==> config.mk <==
export PLATFORM = sky130hd
export DESIGN_NAME = decode_execute_seq_flat
export DESIGN_NICKNAME = d
export VERILOG_FILES = /design/src/rtl/decode_execute_seq_pkg.sv /design/src/rtl/decode_execute_seq_if.sv /design/src/rtl/decode_execute_seq_alu_core.sv /design/src/rtl/decode_execute_seq.sv /design/src/flat_wrapper.sv
export SDC_FILE = /design/constraint.sdc
export NUM_CORES = 1
export LEC_CHECK = 0
export BUFFER_PORTS_ARGS = -buffer_cell sky130_fd_sc_hd__buf_4
export CAP_MARGIN = 20
export CORE_ASPECT_RATIO = 1.4
export CORE_UTILIZATION = 25
export CTS_CLUSTER_SIZE = 28
export DETAILED_ROUTE_END_ITERATION = 12
export GPL_TIMING_DRIVEN = 0
export PLACE_DENSITY_LB_ADDON = 0.15
export REMOVE_ABC_BUFFERS = 1
export SLEW_MARGIN = 10
export SYNTH_ARGS = -nofsm -noshare
export SYNTH_HDL_FRONTEND = slang
export SYNTH_SLANG_ARGS = --single-unit
==> constraint.sdc <==
create_clock -name clk -period 2 [get_ports clk]
set_input_delay 0.4 -clock clk [delete_from_list [all_inputs] [get_ports clk]]
set_output_delay 0.4 -clock clk [all_outputs]
set_load 0.01 [all_outputs]
==> src/rtl/decode_execute_seq_pkg.sv <==
// Shared definitions for the decode/execute sequencer: opcodes, FSM state encoding.
// Latency: n/a (definitions only).
// Backpressure: n/a.
package decode_execute_pkg;

  localparam logic [2:0] OP_SUB = 3'b000;
  localparam logic [2:0] OP_ADD = 3'b001;
  localparam logic [2:0] OP_OR  = 3'b010;
  localparam logic [2:0] OP_AND = 3'b011;
  localparam logic [2:0] OP_SRA = 3'b100;
  localparam logic [2:0] OP_ROL = 3'b101;
  localparam logic [2:0] OP_LT  = 3'b110;
  localparam logic [2:0] OP_EQ  = 3'b111;

  typedef enum logic [1:0] {
    ST_IDLE  = 2'b00,
    ST_SHIFT = 2'b01,
    ST_DONE  = 2'b10
  } state_e;

  // SRA and ROL are the only opcodes that execute serially.
  function automatic logic is_shift_op(input logic [2:0] sel);
    return sel[2:1] == 2'b10;
  endfunction

endpackage

==> src/rtl/decode_execute_seq_if.sv <==
// Request/result bus of the decode/execute sequencer.
// Latency: n/a (wires only).
// Backpressure: in_valid/in_ready on the request side, out_valid/out_ready on the result side.
// Ports: request in_valid/in_ready/sel/rs/rt/shamt; result out_valid/out_ready/rd/zero/carry.
interface decode_execute_seq_if #(
  parameter int WIDTH = 8,
  parameter int SHW   = $clog2(WIDTH)
);
  logic             in_valid;
  logic             in_ready;
  logic [2:0]       sel;
  logic [WIDTH-1:0] rs;
  logic [WIDTH-1:0] rt;
  logic [SHW-1:0]   shamt;
  logic             out_valid;
  logic             out_ready;
  logic [WIDTH-1:0] rd;
  logic             zero;
  logic             carry;

  // Requester / result consumer side.
  modport master (
    output in_valid, sel, rs, rt, shamt, out_ready,
    input  in_ready, out_valid, rd, zero, carry
  );

  // Execution unit side.
  modport slave (
    input  in_valid, sel, rs, rt, shamt, out_ready,
    output in_ready, out_valid, rd, zero, carry
  );
endinterface

==> src/rtl/decode_execute_seq_alu_core.sv <==
// Combinational ALU: single-shot SUB/ADD/OR/AND/LT/EQ plus one-bit SRA/ROL steps.
// Latency: 0 cycles (purely combinational).
// Backpressure: none; the caller decides when results are captured.
// Ports: sel_i/a_i/b_i -> res_o/carry_o; step_i -> sra_o/sra_c_o, rol_o/rol_c_o.
module dae_alu_core
  import decode_execute_pkg::*;
#(
  parameter int WIDTH = 8
) (
  input  logic [2:0]       sel_i,
  input  logic [WIDTH-1:0] a_i,
  input  logic [WIDTH-1:0] b_i,
  output logic [WIDTH-1:0] res_o,
  output logic             carry_o,
  input  logic [WIDTH-1:0] step_i,
  output logic [WIDTH-1:0] sra_o,
  output logic             sra_c_o,
  output logic [WIDTH-1:0] rol_o,
  output logic             rol_c_o
);

  logic [WIDTH:0] sum;

  always_comb begin
    res_o   = '0;
    carry_o = 1'b0;
    sum     = '0;
    case (sel_i)
      OP_SUB: begin
        // a + ~b + 1: the carry out is the no-borrow flag (a >= b).
        sum     = {1'b0, a_i} + {1'b0, ~b_i} + (WIDTH+1)'(1);
        res_o   = sum[WIDTH-1:0];
        carry_o = sum[WIDTH];
      end
      OP_ADD: begin
        sum     = {1'b0, a_i} + {1'b0, b_i};
        res_o   = sum[WIDTH-1:0];
        carry_o = sum[WIDTH];
      end
      OP_OR:  res_o = a_i | b_i;
      OP_AND: res_o = a_i & b_i;
      // Shift ops reaching here have a zero amount: pass the operand through.
      OP_SRA: res_o = b_i;
      OP_ROL: res_o = a_i;
      OP_LT:  res_o = WIDTH'(a_i < b_i);
      OP_EQ:  res_o = WIDTH'(a_i == b_i);
      default: ;
    endcase
  end

  assign sra_o   = {step_i[WIDTH-1], step_i[WIDTH-1:1]};
  assign sra_c_o = step_i[0];
  assign rol_o   = {step_i[WIDTH-2:0], step_i[WIDTH-1]};
  assign rol_c_o = step_i[WIDTH-1];

endmodule

==> src/rtl/decode_execute_seq.sv <==
// Registered decode/execute unit: one op per handshake, serial SRA/ROL, zero/carry flags.
// Latency: 1 cycle for single-shot ops and zero shifts, shamt+1 cycles for shifts.
// Backpressure: in_ready only in IDLE; the result is held in DONE until out_ready.
// Ports: clk, rst_n (async, active-low), bus (decode_execute_seq_if.slave).
module decode_execute_seq
  import decode_execute_pkg::*;
#(
  parameter int WIDTH = 8
) (
  input  logic                 clk,
  input  logic                 rst_n,
  decode_execute_seq_if.slave  bus
);

  localparam int SHW = $clog2(WIDTH);

  state_e           state_q;
  logic [WIDTH-1:0] rd_q;     // doubles as the shift working register
  logic             carry_q;
  logic [SHW-1:0]   cnt_q;
  logic             rol_q;    // 1: rotating left, 0: arithmetic right shift

  logic [WIDTH-1:0] alu_res;
  logic             alu_c;
  logic [WIDTH-1:0] sra_step;
  logic             sra_c;
  logic [WIDTH-1:0] rol_step;
  logic             rol_c;

  dae_alu_core #(.WIDTH(WIDTH)) u_alu (
    .sel_i   (bus.sel),
    .a_i     (bus.rs),
    .b_i     (bus.rt),
    .res_o   (alu_res),
    .carry_o (alu_c),
    .step_i  (rd_q),
    .sra_o   (sra_step),
    .sra_c_o (sra_c),
    .rol_o   (rol_step),
    .rol_c_o (rol_c)
  );

  always_ff @(posedge clk or negedge rst_n) begin
    if (!rst_n) begin
      state_q <= ST_IDLE;
      rd_q    <= '0;
      carry_q <= 1'b0;
      cnt_q   <= '0;
      rol_q   <= 1'b0;
    end else begin
      case (state_q)
        ST_IDLE: begin
          if (bus.in_valid) begin
            if (is_shift_op(bus.sel) && (bus.shamt != '0)) begin
              rd_q    <= bus.sel[0] ? bus.rs : bus.rt;
              rol_q   <= bus.sel[0];
              carry_q <= 1'b0;
              cnt_q   <= bus.shamt;
              state_q <= ST_SHIFT;
            end else begin
              rd_q    <= alu_res;
              carry_q <= alu_c;
              state_q <= ST_DONE;
            end
          end
        end
        ST_SHIFT: begin
          if (rol_q) begin
            rd_q    <= rol_step;
            carry_q <= rol_c;
          end else begin
            rd_q    <= sra_step;
            carry_q <= sra_c;
          end
          cnt_q <= cnt_q - SHW'(1);
          // The edge performing the last step also enters DONE.
          if (cnt_q == SHW'(1)) begin
            state_q <= ST_DONE;
          end
        end
        ST_DONE: begin
          if (bus.out_ready) begin
            state_q <= ST_IDLE;
          end
        end
        default: state_q <= ST_IDLE;
      endcase
    end
  end

  assign bus.in_ready  = (state_q == ST_IDLE);
  assign bus.out_valid = (state_q == ST_DONE);
  assign bus.rd        = rd_q;
  assign bus.zero      = (rd_q == '0);
  assign bus.carry     = carry_q;

endmodule

==> src/flat_wrapper.sv <==
// flat-port wrapper written by rule: the top's interface ports become plain ports
module decode_execute_seq_flat import decode_execute_pkg::*;
#(
  parameter int WIDTH = 8
)
  (clk, rst_n, bus_in_valid, bus_sel, bus_rs, bus_rt, bus_shamt, bus_out_ready, bus_in_ready, bus_out_valid, bus_rd, bus_zero, bus_carry);
  decode_execute_seq_if #(.WIDTH(WIDTH)) bus_i ();
  input  logic clk;
  input  logic rst_n;
  input wire logic [$bits(bus_i.in_valid)-1:0] bus_in_valid;
  input wire logic [$bits(bus_i.sel)-1:0] bus_sel;
  input wire logic [$bits(bus_i.rs)-1:0] bus_rs;
  input wire logic [$bits(bus_i.rt)-1:0] bus_rt;
  input wire logic [$bits(bus_i.shamt)-1:0] bus_shamt;
  input wire logic [$bits(bus_i.out_ready)-1:0] bus_out_ready;
  output wire logic [$bits(bus_i.in_ready)-1:0] bus_in_ready;
  output wire logic [$bits(bus_i.out_valid)-1:0] bus_out_valid;
  output wire logic [$bits(bus_i.rd)-1:0] bus_rd;
  output wire logic [$bits(bus_i.zero)-1:0] bus_zero;
  output wire logic [$bits(bus_i.carry)-1:0] bus_carry;
  assign bus_i.in_valid = bus_in_valid;
  assign bus_i.sel = bus_sel;
  assign bus_i.rs = bus_rs;
  assign bus_i.rt = bus_rt;
  assign bus_i.shamt = bus_shamt;
  assign bus_i.out_ready = bus_out_ready;
  assign bus_in_ready = bus_i.in_ready;
  assign bus_out_valid = bus_i.out_valid;
  assign bus_rd = bus_i.rd;
  assign bus_zero = bus_i.zero;
  assign bus_carry = bus_i.carry;
  decode_execute_seq #(.WIDTH(WIDTH)) u_core (.clk(clk), .rst_n(rst_n), .bus(bus_i));
endmodule
==> reports/results.ini <==
[die]
dieArea_um2=9330
die_w_um=81.9
die_h_um=114
design.portCount=38
num_rows=40
initial_core_util=0.260
coreArea_um2=8610

[cells_and_area]
area_growth_pct=31.9
drive_gt1_frac=0.296
fillers=923
layout.nets=379
n_antenna_cell=0
final_cells=429

[clocking]
clockBufferDepth=2
htreeDepth=1
cts_root_buffer=clkbuf_16
cts_tree=done
insertion_delay_ps=250
cts_sinks=15
ctsHoldBuffers=0
cts-buffers-inserted=3
clkSlewWorstSetupHoldPaths_ps=50

[placed_design]
portBuffers=37
place_congestion=0.740
dp.cells=415
hpwl_mm=5.13

[critical_path]
r2r_start=u_core.rol_q$_DFFE_PN0P_
cp_max_fo=3
cp-start-kind=input pin
end_kind=register
crit_cells=8
cp_top_family=adder cells
critical_path_class=input pin to register
slowest_stage=fa_2
rr_worst_depth=6
cpMostUsedCell=o21ai_1
r2r-end=u_core.bus.rd[7]$_DFFE_PN0P_
crit_chain=buf_8, ha_4, fa_2, inv_2, mux4_2, o221ai_2, o21ai_1, o21ai_1
crit_arrival_ps=2120
cp_num_buf_inv=2
rrSetupSlack_ps=260
worst_ep_required_time_ps=2170
slowest_delay_ps=530
crit_start=bus_rs[0]

[sta]
fin_crit_sh=0.974
rsz0062_at_grt=yes
fmax_mhz=513
slew_viol_final=0
worst_pin_slew_ps=497
final-hold-violation-count=0
clock_skew_ps=1.93
min_period_ps=1950
relSlewSlack=0.668
setup_viol=0

[power_and_ir_drop]
p_per_area_nw_per_um2=823
p_total_mw=2.42
leakage_nw=1.27
ir_drop_mv=0.531

[synth]
syn_inst=295
synth_common_cells=nor2_1, a21oi_1, ha_1, inv_1, o21ai_1
ys_async_sr_fraction=1.00
synth_top_area_frac=0.168
synth_edf_count=0
netlist_area_um2=2230
synthTopCellsByArea=dfrtp_1, ha_1, a21oi_1, mux2i_1, nor2_1
yosysUniqueCellTypes=53
synth_top_flop_cell=dfrtp_1
synthMostInstantiatedCell=nor2_1
yosys_register_bits=15
synth_seq_area_share=0.168
synth_warnings=0
avgSynthCellArea_um2=7.58
yosysTopAreaCell=dfrtp_1

[drt]
via_per_inst=5.11
finalWirelength_mm=7.01
vias=2193
first_pass_iters=6
route.detailed.drc=0
drt_iter0_drc=119
drt.antenna.violating_nets=0
routedWlPerCell_um=16.3

[global_route]
grt_pass1_wl_mm=11.0
grt_start_max_net_pins=34
antenna_found_initial=0
grt_pass1_vias=2116
grt_overflow=0
grtUsageTotal=0.153

[status]
status=completed

[flow_run]
maxCapViolCount=0

[worst_hold_path]
hp-class=input pin to async pin

## sequential cells by signal (all words and copies together), names as in the netlist
| signal | flops |
|---|---|
| u_core.cnt_q | 3 |
| u_core.rol_q | 1 |
| u_core.state_q | 2 |
| u_core.bus.carry | 1 |
| u_core.bus.rd | 8 |
## layout by cell type, fill, tap and decap left out, types with 4 or more instances in the layout
master and instances:
a21oi_2 4, o22ai_1 6, buf_4 45, dfrtp_1 15
nand2_1 13, ha_1 16, xor2_1 4, inv_1 17
o21ai_0 8, a211oi_1 4, a21oi_1 25, nor2b_1 8
nand2b_1 4, a31oi_1 4, inv_2 8, mux2i_1 13
nor2_1 30, o21ai_1 16, ha_4 8
## worst max path at each step
stage,to
2_1_floorplan,u_core.bus.carry$_DFFE_PN0P_
3_3_place_gp,u_core.bus.rd[0]$_DFFE_PN0P_
3_5_place_dp,u_core.bus.rd[0]$_DFFE_PN0P_
4_1_cts,u_core.bus.rd[6]$_DFFE_PN0P_
5_1_grt,u_core.bus.rd[1]$_DFFE_PN0P_
6_report,u_core.bus.rd[1]$_DFFE_PN0P_
## per-layer routing
metal  vias up  part of all wire  GRT usage  wire length, µm
met3         4             0.030    0.00880              209
met1      1025              0.45      0.197             3140
met5         -                 0          0                0
met2        50              0.52      0.272             3630
li1       1114                 -          -                -
met4         0            0.0049     0.0351               34
## layout make-up
class | count | area [µm²] | share of cell area
flip-flops and latches | 15 | 375 | 0.127
clock buffers | 4 | 78.8 | 0.0268
repair buffers | 47 | 368 | 0.125
multi-input cells | 231 | 1890 | 0.640
inverters | 27 | 106 | 0.0361
well taps | 105 | 131 | 0.0446
## where the power goes
group	internal [mW]	leakage [nW]	switching, mW	total [mW]
sequential	0.445	0.182	0.239	0.684
combinational	0.660	1.05	0.682	1.34
clock	0.271	0.0382	0.128	0.399
## worst register-to-register path: cells and delay by family (launching register included)
family	cells	cell delay, ps
AO/OA/AOI/OAI	2	120
AND/OR/NAND/NOR	4	830
flip-flops	1	650
## through the flow
stage          area (µm²)  worst slack, ps   util  setup TNS [ps]  hold slack, ps
2_1_floorplan        2120            -53.4      -           -93.5             104
3_3_place_gp         2530             -663  0.294           -3070             274
3_5_place_dp         2530             -653  0.294           -3070             275
4_1_cts              2790             2.23  0.324               0            16.6
5_1_grt              2950            -24.0  0.342           -33.5            16.5
6_report             2950             51.0  0.342               0            6.35
## timing repair
action                                  4_1_cts  5_1_grt
gates resized for setup                      31       26
endpoints found under the setup margin        6        8
pin swaps                                     7       17
endpoints found under the hold margin         0        0
setup buffers                                 4        7
## cells by family (layout without fill, tap and decap cells)
kind of cell,Yosys count,count (layout),synth area share
AO/OA/AOI/OAI,101,101,0.286
AND/OR/NAND/NOR,77,77,0.172
buffers and inverters,49,78,0.0946
adder cells (fa/ha/maj),28,28,0.163
multiplexers,18,18,0.0885
flip-flops,15,15,0.168
XOR/XNOR,7,7,0.0274
Note: power is estimated with default switching activity, not from simulation.
